**src/rtl/ysyx_23060072_fetch_ctrl.sv**
```systemverilog
// Instruction-fetch controller: owns the fetch PC, keeps one IMEM request in flight,
// and buffers returned words in a 2-entry queue that feeds IF/ID.
module ysyx_23060072_fetch_ctrl #(
  parameter logic [31:0] RESET_PC = 32'h8000_0000
) (
  input  logic        clk,
  input  logic        rst,
  input  logic        ex_valid_i,
  input  logic        jump_flag_i,
  input  logic [31:0] jump_pc_i,
  input  logic        stall_i,
  output logic        imem_req_valid_o,
  input  logic        imem_req_ready_i,
  output logic [31:0] imem_req_addr_o,
  input  logic        imem_rsp_valid_i,
  input  logic [31:0] imem_rsp_data_i,
  output logic        inst_valid_o,
  output logic [31:0] inst_o,
  output logic [31:0] inst_pc_o,
  output logic        flush_o
);

  typedef enum logic {S_REQ = 1'b0, S_WAIT = 1'b1} state_t;

  state_t      state, state_nxt;
  logic        drop, drop_nxt;
  logic [31:0] pc;
  logic [31:0] req_pc;
  logic [31:0] q_inst [2];
  logic [31:0] q_pc   [2];
  logic [1:0]  count;
  logic        redirect;
  logic        hs;
  logic        push;
  logic        pop;
  logic        push_slot;

  // Redirect targets are word aligned by clearing the low bits; misalignment is not trapped.
  function automatic logic [31:0] align_target(input logic [31:0] t);
    return t & 32'hFFFF_FFFC;
  endfunction

  assign redirect  = ex_valid_i & jump_flag_i;
  assign hs        = imem_req_valid_o & imem_req_ready_i;
  assign push      = (state == S_WAIT) & imem_rsp_valid_i & ~drop & ~redirect;
  assign pop       = inst_valid_o & ~stall_i & ~redirect;
  assign push_slot = pop ? (count == 2'd2) : (count == 2'd1);

  always_ff @(posedge clk) begin
    if (rst) begin
      state <= S_REQ;
      drop  <= 1'b0;
    end else begin
      state <= state_nxt;
      drop  <= drop_nxt;
    end
  end

  // A redirect that leaves a response outstanding marks it stale; a response that
  // lands in the redirect cycle itself is simply ignored.
  always_comb begin
    state_nxt = state;
    drop_nxt  = drop;
    case (state)
      S_REQ: begin
        if (hs) begin
          state_nxt = S_WAIT;
          if (redirect) drop_nxt = 1'b1;
        end
      end
      S_WAIT: begin
        if (imem_rsp_valid_i) begin
          state_nxt = S_REQ;
          drop_nxt  = 1'b0;
        end else if (redirect) begin
          drop_nxt = 1'b1;
        end
      end
      default: begin
        state_nxt = S_REQ;
        drop_nxt  = 1'b0;
      end
    endcase
  end

  always_comb begin
    imem_req_valid_o = ~rst & (state == S_REQ) & (count != 2'd2);
    flush_o          = ~rst & redirect;
  end

  always_ff @(posedge clk) begin
    if (rst) begin
      pc    <= RESET_PC;
      count <= 2'd0;
    end else begin
      if (redirect)  pc <= align_target(jump_pc_i);
      else if (hs)   pc <= pc + 32'd4;
      if (redirect) begin
        count <= 2'd0;
      end else begin
        case ({push, pop})
          2'b10:   count <= count + 2'd1;
          2'b01:   count <= count - 2'd1;
          default: count <= count;
        endcase
      end
    end
  end

  // Queue storage shifts toward entry 0 on pop; a same-cycle push lands after the shift.
  always_ff @(posedge clk) begin
    if (hs) req_pc <= pc;
    if (pop) begin
      q_inst[0] <= q_inst[1];
      q_pc[0]   <= q_pc[1];
    end
    if (push) begin
      q_inst[push_slot] <= imem_rsp_data_i;
      q_pc[push_slot]   <= req_pc;
    end
  end

  assign imem_req_addr_o = pc;
  assign inst_valid_o    = (count != 2'd0);
  assign inst_o          = inst_valid_o ? q_inst[0] : 32'd0;
  assign inst_pc_o       = inst_valid_o ? q_pc[0]   : 32'd0;

endmodule

```
**config.mk**
```make
export PLATFORM = sky130hd
export DESIGN_NAME = ysyx_23060072_fetch_ctrl
export DESIGN_NICKNAME = d
export VERILOG_FILES = /design/src/rtl/ysyx_23060072_fetch_ctrl.sv
export SDC_FILE = /design/constraint.sdc
export NUM_CORES = 1
export LEC_CHECK = 0
export BUFFER_PORTS_ARGS = -buffer_cell sky130_fd_sc_hd__buf_2
export CORE_UTILIZATION = 36
export CTS_BUF_LIST = sky130_fd_sc_hd__clkbuf_4 sky130_fd_sc_hd__clkbuf_8
export CTS_CLUSTER_SIZE = 14
export DETAILED_ROUTE_END_ITERATION = 10
export GPL_TIMING_DRIVEN = 0
export RECOVER_POWER = 50
export SLEW_MARGIN = 5
export SYNTH_ARGS = -nofsm -noshare
export SYNTH_HDL_FRONTEND = slang
export SYNTH_SLANG_ARGS = --single-unit
```
**constraint.sdc**
```tcl
create_clock -name clk -period 6.9 [get_ports clk]
set_input_delay 0.345 -clock clk [delete_from_list [all_inputs] [get_ports clk]]
set_output_delay 0.345 -clock clk [all_outputs]
set_load 0.05 [all_outputs]
```
After elaboration in Yosys (flattened, before gate mapping)
Memories as Yosys holds them, arrays and structs flattened.
Cells that the tools add are included.
W data, S select, Z words.
{"block": "totals", "reg_bits": 68, "latchBits": 0, "mem_bits_rw": 128, "rom_bits": 0, "input_bits": 71, "output_inout_bits": 99, "mem_count": 2}
{"block": "op_classes", "addsub": 3, "mul": 0, "div_mod_pow": 0, "order_cmp": 0, "n_eq_ne": 6, "shift": 0, "n_mux": 17, "bitwise": 15, "reduce_logical": 4}
{"name": "q_inst", "words": 2, "width": 32, "read_ports": 2, "rd_clocked_by_memory_dff": 0, "write_ports": 2, "line": "29", "rtl": "logic [31:0] q_inst [2];"}
{"name": "q_pc", "words": 2, "width": 32, "read_ports": 2, "rd_clocked_by_memory_dff": 0, "write_ports": 2, "line": "30", "rtl": "logic [31:0] q_pc [2];"}
{"operator": "$mux W32", "n": 4}
{"operator": "$add A32 B3 Y32 const B", "n": 1}
{"operator": "$and A1 B1 Y1", "n": 10}
{"operator": "$mux W1", "n": 10}
{"operator": "$reduce_bool A2 Y1", "n": 3}
{"operator": "$not A1 Y1", "n": 5}
{"operator": "$eq A2 B1 Y1 const B", "n": 2}
{"operator": "$eq A2 B2 Y1 const B", "n": 2}
{"operator": "$ne A2 B2 Y1 const B", "n": 2}
{"operator": "$pmux W1 S2", "n": 2}
{"operator": "$pmux W2 S2", "n": 1}
{"operator": "$add A2 B1 Y2 const B", "n": 1}
{"operator": "$reduce_or A2 Y1", "n": 1}
{"operator": "$sub A2 B1 Y2 const B", "n": 1}

Logic depth before layout (Yosys ltp)
Gate-level depths: netlist of the first run.
{"block": "logic_depth", "depth_word": 6, "depth_mapped": 9, "depth_no_buf": 7}

Least setup slack after synthesis of the first run
No wires, ideal clock.
{"block": "synth_path", "path_kind": "register to register", "startpoint": "reg count[0]", "endpoint": "mem q_inst[1][0] (enable)", "t_arrival_ps": 3841, "setup_slack_ps": 2577, "path_stages_with_launch": 7, "path_buffers": 1, "period_less_slack_ps": 4323, "path_cell_list": "dfxtp_1 -> inv_1 -> ha_1 -> clkbuf_1 -> nor3_1 -> mux2i_1 -> nor2_1"}
{"item": "start: declaration", "line": "31", "rtl": "logic [1:0] count;"}
{"item": "start signal: assignment", "line": "102", "rtl": "2'b10: count <= count + 2'd1;"}
{"item": "start signal: assignment", "line": "103", "rtl": "2'b01: count <= count - 2'd1;"}
{"item": "start signal: assignment", "line": "104", "rtl": "default: count <= count;"}
{"item": "end: declaration", "line": "29"}

Worst setup path in the final report of the first run
{"block": "layout_path", "startpoint": "reg count[0]", "endpoint": "reg pc[26] (netlist: imem_req_addr_o[26])"}
{"block": "layout_via", "elab_chain_len": 4}
{"item": "$ne A2 B2 Y1", "line": "87", "rtl": "imem_req_valid_o = ~rst & (state == S_REQ) & (count != 2'd2);"}
{"item": "$and A1 B1 Y1", "line": "87"}
{"item": "$and A1 B1 Y1", "line": "44", "rtl": "assign hs = imem_req_valid_o & imem_req_ready_i;"}
{"item": "$reduce_bool A2 Y1 (no line)"}
{"item": "end signal: assignment", "line": "96", "rtl": "if (redirect) pc <= align_target(jump_pc_i);"}
{"item": "end signal: assignment", "line": "97", "rtl": "else if (hs) pc <= pc + 32'd4;"}
{"item": "end: declaration", "line": "27", "rtl": "logic [31:0] pc;"}
Every way passes these cells.
A chain may end at the register's enable or synchronous reset.

==> results.sh, run 1 <==
export IMPL_dp_final_hpwl_um=12000
export IMPL_port_buffer_count=162
export IMPL_final_layout_size_suffix_gt1_frac=0.232
export IMPL_unrepaired_setup_endpoints_after_global_routing="false"
export IMPL_design_final_nets=783
export IMPL_cp_max_fo=9
export IMPL_clockRootBuffer="sky130_fd_sc_hd__clkbuf_8"
export IMPL_postRouteWirelength_um=16900
export IMPL_synth_cell_count_leaders="154 x sky130_fd_sc_hd__edfxtp_1, 62 x sky130_fd_sc_hd__nor2b_1, 38 x sky130_fd_sc_hd__mux2_2"
export IMPL_number_of_cells_in_the_design_after_placement=963
export IMPL_worst_r2r_path_depth=8
export IMPL_reg2reg_from="count[0]"
export IMPL_vias_in_the_first_global_route=4910
export IMPL_timing_fmax_ghz=0.267
export IMPL_gr_total_overflow=0
export IMPL_count_of_filler_cells_inserted_in_the_layout=2000
export IMPL_cts_max_path_buffers=2
export IMPL_global_route_wire_length_before_repair_um=26500
export IMPL_setup_worst_path_start_class="register"
export IMPL_highest_cell_delay_on_the_worst_timing_path_ns=1.17
export IMPL_critical_path_reg2reg_endpoint="imem_req_addr_o[26]"
export IMPL_layout_min_cycle_time_ns=3.75
export IMPL_setup_failing_eps_final=0
export IMPL_critPathLaunch="count[0]"
export IMPL_syn_inst=521
export IMPL_finalHoldViolations=0
export IMPL_synth_edff_count=154
export IMPL_maximum_number_of_pins_on_one_net_before_global_route_repair=63
export IMPL_dieWidth_um=148
export IMPL_dr_first_iter_drc_count=285
export IMPL_fp_row_count=53
export IMPL_timing_endpoint_of_the_critical_path="imem_req_addr_o[26]"
export IMPL_die_h_um=148
export IMPL_syn_area_per_cell_um2=14.7
export IMPL_drt_wirelength_per_cell_um=17.0
export IMPL_postCtsHoldBufs=0
export IMPL_run_status="completed"
export IMPL_crit_path_end_kind="register"
export IMPL_synthesis_area_um2=7680
export IMPL_drt_antenna_violating_nets=0
export IMPL_power_per_cell_area_nw_per_um2=263
export IMPL_synth_top_flop_cell="sky130_fd_sc_hd__edfxtp_1"
export IMPL_synth_seq_area_share=0.691
export IMPL_synth_top_area_frac=0.602
export IMPL_detail_route_drc_violations=0
export IMPL_cell_type_with_the_highest_aggregate_area_in_the_netlist="sky130_fd_sc_hd__edfxtp_1"
export IMPL_largest_vdd_supply_drop_v=0.000101
export IMPL_worst_slew_pin_slew_ns=1.45
export IMPL_clock_tree_htree_level_count=4
export IMPL_clock_latency_ns=0.46
export IMPL_numClockSinks=188
export IMPL_worstSetupPathType="register to register"
export IMPL_number_of_standard_cells_in_the_layout_taps_in_and_fillers_out=995
export IMPL_fp_coreArea_um2=21000
export IMPL_critical_path_slowest_cell="sky130_fd_sc_hd__nor3_1"
export IMPL_timing_critical_path_arrival_ns=4.12
export IMPL_synth_async_reset_ratio=0
export IMPL_synth_lib_cells_used_distinct=39
export IMPL_diodes=0
export IMPL_r2r_setup_slk_ns=3.15
export IMPL_cts_made_buffers=17
export IMPL_timing_max_transition_violations_final=0
export IMPL_initial_core_util=0.367
export IMPL_dieArea_um2=21900
export IMPL_final_period_utilization=0.543
export IMPL_total_number_of_vias=4794
export IMPL_drt_pass1_iterations=4
export IMPL_ys_top_cells_by_area="sky130_fd_sc_hd__edfxtp_1 60%, sky130_fd_sc_hd__dfxtp_1 8.9%, sky130_fd_sc_hd__mux2_2 5.6%"
export IMPL_yosys_register_bits=188
export IMPL_grt_usage=0.159
export IMPL_detail_route_vias_per_cell=4.82
export IMPL_yosys_cell_count_top_type="sky130_fd_sc_hd__edfxtp_1"
export IMPL_top_level_ports=170
export IMPL_timing_slew_headroom=0.0228
export IMPL_finClkSkew_ns=0.0162
export IMPL_post_layout_total_power_mw=2.42
export IMPL_antenna_found_initial=0
export IMPL_min_delay_path_class="input pin to register"
export IMPL_fin_setup_tns_ns=0
export IMPL_worstPathCellList="inv_1 > ha_1 > or4b_2 > clkbuf_1 > nor3_1 > nand4_4 > or3_1 > a311oi_1"
export IMPL_cts_tree="done"
export IMPL_cap_violations=0
export IMPL_flow_area_growth_from_synthesis_pct=19.6
export IMPL_yosys_warnings=0
export IMPL_cts_resized=0
export IMPL_routabilityCongestion=0.771
export IMPL_total_leakage_power_nw=3.20
export IMPL_cp_required_ns=7.27
export IMPL_clkSlewWorstSetupHoldPaths_ns=0.11
export IMPL_post_cts_buffers=0
[sequential cells by signal, indices dropped and copies added, names as in the netlist]
signal           flops
q_pc                60
imem_req_addr_o     30
q_inst              64
state                1
count                2
req_pc              30
drop                 1
[per-layer routing]
metal,GRT usage,routed length [um]
met1,0.213,7760
met2,0.253,7920
met3,0.0334,952
met4,0.0608,236
met5,0,0
[critical path, delay by kind of cell, from the launching register on]
family | cells | cell delay, ns
AOI/OAI and AO/OA | 1 | 0.30
and+or+nand+nor | 4 | 2.48
adders and majority gates | 1 | 0.23
buffers and inverters | 2 | 0.27
DFF | 1 | 0.38
[cells by family (layout without fill, tap and decap cells)]
kind of cell / after synthesis / count (layout) / share of synthesized area
XOR/XNOR: 26 / 26 / 0.0296
flip-flops: 188 / 188 / 0.691
AND/OR/NAND/NOR: 160 / 160 / 0.118
AO/OA/AOI/OAI: 39 / 39 / 0.0363
other: 1 / 4 / 0.000488
multiplexers: 64 / 64 / 0.0935
buffers and inverters: 38 / 234 / 0.0236
adder cells (fa/ha/maj): 5 / 5 / 0.00814
[metrics by stage]
stage          worst slack [ns]  instance area, um^2  utilization  hold WS, ns
5_1_grt                    2.89                 9190        0.438       0.0297
3_5_place_dp               3.03                 8910        0.425        0.435
2_1_floorplan              2.58                 7690            -        0.419
6_report                   3.15                 9190        0.438       0.0729
4_1_cts                    3.01                 9320        0.445       0.0343
3_3_place_gp              0.642                 8850        0.422        0.429
[power by group]
group | internal [mW] | leakage, nW | switching (mW)
combinational | 0.0884 | 1.31 | 0.288
sequential | 1.29 | 1.69 | 0.0333
clock | 0.276 | 0.197 | 0.442
[layout by cell type, fill, tap and decap left out, drive strengths merged]
| cell | netlist | final |
|---|---|---|
| a211oi | 25 | 25 |
| a21oi | 1 | 1 |
| a221oi | 1 | 1 |
| a311oi | 4 | 4 |
| a31oi | 1 | 1 |
| and2 | 2 | 2 |
| and3 | 7 | 7 |
| and4 | 2 | 2 |
| buf | 14 | 93 |
| clkbuf | 17 | 119 |
| clkinv | 0 | 6 |
| clkinvlp | 0 | 2 |
| conb | 1 | 4 |
| dfxtp | 34 | 34 |
| edfxtp | 154 | 154 |
| ha | 5 | 5 |
| inv | 7 | 14 |
| mux2 | 62 | 62 |
| mux2i | 2 | 2 |
| nand2 | 13 | 13 |
| nand2b | 4 | 4 |
| nand3 | 8 | 8 |
| nand4 | 15 | 15 |
| nor2 | 36 | 36 |
| nor2b | 62 | 62 |
| nor3 | 6 | 6 |
| o21ai | 6 | 6 |
| o22ai | 1 | 1 |
| or3 | 4 | 4 |
| or4b | 1 | 1 |
| xnor2 | 4 | 4 |
| xor2 | 22 | 22 |
[worst min-delay path by stage]
stage / start / to / cells past startpoint
4_1_cts: imem_rsp_data_i[0] / q_inst[1][0] / 1
3_3_place_gp: req_pc[2] / q_pc[1][2] / 0
5_1_grt: imem_rsp_data_i[8] / q_inst[1][8] / 1
3_5_place_dp: req_pc[11] / q_pc[1][11] / 0
6_report: imem_rsp_data_i[25] / q_inst[1][25] / 1
2_1_floorplan: req_pc[24] / q_pc[1][24] / 0
[final cells by class]
type	count	area [um^2]	share of cell area
Sequential cell	188	5310	0.578
Inverter	7	26.3	0.00286
Tap cell	275	344	0.0375
Buffer	31	146	0.0159
Multi-Input combinational cell	298	2200	0.239
Timing Repair Buffer	164	756	0.0823
Clock buffer	17	234	0.0255
Clock inverter	15	174	0.0189
Power figures use the tool's default switching activity.
==> inputs of run 2 (changes only) <==
==> constraint.sdc (replaced) <==
create_clock -name clk -period 3.3 [get_ports clk]
set_input_delay 0.165 -clock clk [delete_from_list [all_inputs] [get_ports clk]]
set_output_delay 0.165 -clock clk [all_outputs]
set_load 0.05 [all_outputs]
==> run 2 against run 1 <==
- clock skew shrank 0.0046 ns
- sequential cell count did not move
- die area is the same
- worst hold slack worse by 0.039 ns
- critical endpoint is now imem_req_addr_o[23]
- highest routed layer unchanged
- critical path type unchanged
- non-clock buffer count increased by 60
- fmax up 23%
==> results.sh, run 2 (same netlist as run 1, synthesis figures left out) <==
export IMPL_final_period_utilization=0.926
export IMPL_power_per_cell_area_nw_per_um2=529
export IMPL_number_of_standard_cells_in_the_layout_taps_in_and_fillers_out=1058
export IMPL_drt_wirelength_per_cell_um=16.7
export IMPL_vias_in_the_first_global_route=5061
export IMPL_worstPathCellList="inv_1 > ha_1 > or4b_4 > clkbuf_1 > nor3_1 > buf_2 > nand4_1 > xor2_1 > a211oi_1"
export IMPL_cp_required_ns=3.68
export IMPL_design_final_nets=846
export IMPL_finish_instance_area_um2=9880
export IMPL_final_setup_worst_slack_ns=0.245
export IMPL_clock_latency_ns=0.46
export IMPL_final_layout_size_suffix_gt1_frac=0.253
export IMPL_top_level_ports=170
export IMPL_crit_path_end_kind="register"
export IMPL_numClockSinks=188
export IMPL_postRouteWirelength_um=17600
export IMPL_critical_path_slowest_cell="sky130_fd_sc_hd__nor3_1"
export IMPL_fin_setup_tns_ns=0
export IMPL_dieArea_um2=21900
export IMPL_die_h_um=148
export IMPL_drt_pass1_iterations=4
export IMPL_final_util=0.472
export IMPL_cap_violations=0
export IMPL_highest_cell_delay_on_the_worst_timing_path_ns=0.60
export IMPL_final_common_cell="sky130_fd_sc_hd__edfxtp_1"
export IMPL_timing_fmax_ghz=0.327
export IMPL_finClkSkew_ns=0.0116
export IMPL_initial_core_util=0.367
export IMPL_clkSlewWorstSetupHoldPaths_ns=0.11
export IMPL_biggest_register="q_inst"
export IMPL_post_layout_total_power_mw=5.22
export IMPL_flow_area_growth_from_synthesis_pct=28.6
export IMPL_setup_worst_path_start_class="register"
export IMPL_final_cell_mix="154 x sky130_fd_sc_hd__edfxtp_1, 107 x sky130_fd_sc_hd__buf_2, 78 x sky130_fd_sc_hd__clkbuf_1"
export IMPL_total_number_of_vias=5064
export IMPL_cts_max_path_buffers=2
export IMPL_cts_tree="done"
export IMPL_cts_made_buffers=17
export IMPL_run_status="completed"
export IMPL_detail_route_vias_per_cell=4.79
export IMPL_pre_cts_slack_ns=-0.546
export IMPL_detail_route_drc_violations=0
export IMPL_fp_coreArea_um2=21000
export IMPL_number_of_cells_in_the_design_after_placement=963
export IMPL_dr_first_iter_drc_count=332
export IMPL_unrepaired_setup_endpoints_after_global_routing="false"
export IMPL_timing_hold_ws_ns=0.0342
export IMPL_timing_slew_headroom=0.477
export IMPL_timing_critical_path_arrival_ns=3.43
export IMPL_grt_usage=0.165
export IMPL_routabilityCongestion=0.814
export IMPL_global_route_wire_length_before_repair_um=27500
export IMPL_setup_failing_eps_final=0
export IMPL_worstSetupPathType="register to register"
export IMPL_min_delay_path_class="input pin to register"
export IMPL_port_buffer_count=162
export IMPL_layout_min_cycle_time_ns=3.05
export IMPL_count_of_filler_cells_inserted_in_the_layout=1928
export IMPL_gr_total_overflow=0
export IMPL_antenna_found_initial=0
export IMPL_cp_max_fo=10
export IMPL_largest_vdd_supply_drop_v=0.000229
export IMPL_dieWidth_um=148
export IMPL_largest_reg_flops=64
export IMPL_finalHoldViolations=0
export IMPL_drt_antenna_violating_nets=0
export IMPL_worst_slew_pin_slew_ns=0.785
export IMPL_reg_largest_list="q_inst (64), q_pc (60)"
export IMPL_diodes=0
export IMPL_dpl_cell_area_um2=8910
export IMPL_maximum_number_of_pins_on_one_net_before_global_route_repair=36
export IMPL_clockRootBuffer="sky130_fd_sc_hd__clkbuf_8"
export IMPL_timing_max_transition_violations_final=0
export IMPL_fp_row_count=53
export IMPL_dp_final_hpwl_um=11900
export IMPL_clock_tree_htree_level_count=4
export IMPL_total_leakage_power_nw=3.59
run 2: cell count changes in the layout (fill, tap and decap cells not counted), moves of 2 or more:
cell | previous run | this run
sky130_fd_sc_hd__nor3_1 | 5 | 3
sky130_fd_sc_hd__nand2b_4 | 1 | 4
sky130_fd_sc_hd__dlygate4sd3_1 | 0 | 60
sky130_fd_sc_hd__clkbuf_1 | 102 | 78
sky130_fd_sc_hd__buf_2 | 86 | 107
sky130_fd_sc_hd__clkbuf_2 | 0 | 4
sky130_fd_sc_hd__nor3_4 | 0 | 2
run 2: final timing paths:
path                       from                   to  slack [ns]  depth (start not counted)
hold / removal    jump_pc_i[15]  imem_req_addr_o[15]        0.03                          3
setup reg to reg       count[0]  imem_req_addr_o[23]        0.25                          9
hold reg to reg      req_pc[13]          q_pc[1][13]        0.46                          0
setup / recovery       count[0]  imem_req_addr_o[23]        0.25                          9
run 2: critical path, delay by kind of cell, from the launching register on:
family	cells	cell delay, ns
and+or+nand+nor	3	1.25
buffers and inverters	3	0.67
DFF	1	0.38
AOI/OAI and AO/OA	1	0.26
adders and majority gates	1	0.24
xor gates and xnor gates	1	0.17
run 2: final cells by class:
class | instances | area (um^2) | area share
buffer | 30 | 144 | 0.0146
clock buffer | 17 | 234 | 0.0237
timing repair buffer | 225 | 1350 | 0.137
clock inverter | 15 | 201 | 0.0204
sequential | 188 | 5310 | 0.537
tap | 275 | 344 | 0.0348
multi-input combinational | 301 | 2280 | 0.230
inverter | 7 | 26.3 | 0.00266
run 2: what timing repair did:
action / 4_1_cts / 5_1_grt
gates resized for setup: 5 / 1
pin swaps: 1 / 0
buffers inserted: 1 / 0
hold endpoints to repair: 81 / 0
cloned: 3 / 0
hold buffers: 60 / 0
endpoints found under the setup margin: 121 / 68
run 2: metal layers:
layer	GRT usage	share of wire	up-vias
li1	-	-	2415
met1	0.221	0.46	2451
met2	0.273	0.48	180
met3	0.0285	0.049	18
met4	0.0531	0.014	0
met5	0	0	-
run 2: power breakdown:
part	internal, mW	total, mW	switching, mW
clock network	0.655	1.60	0.943
logic	0.245	0.865	0.620
registers	2.69	2.76	0.0701
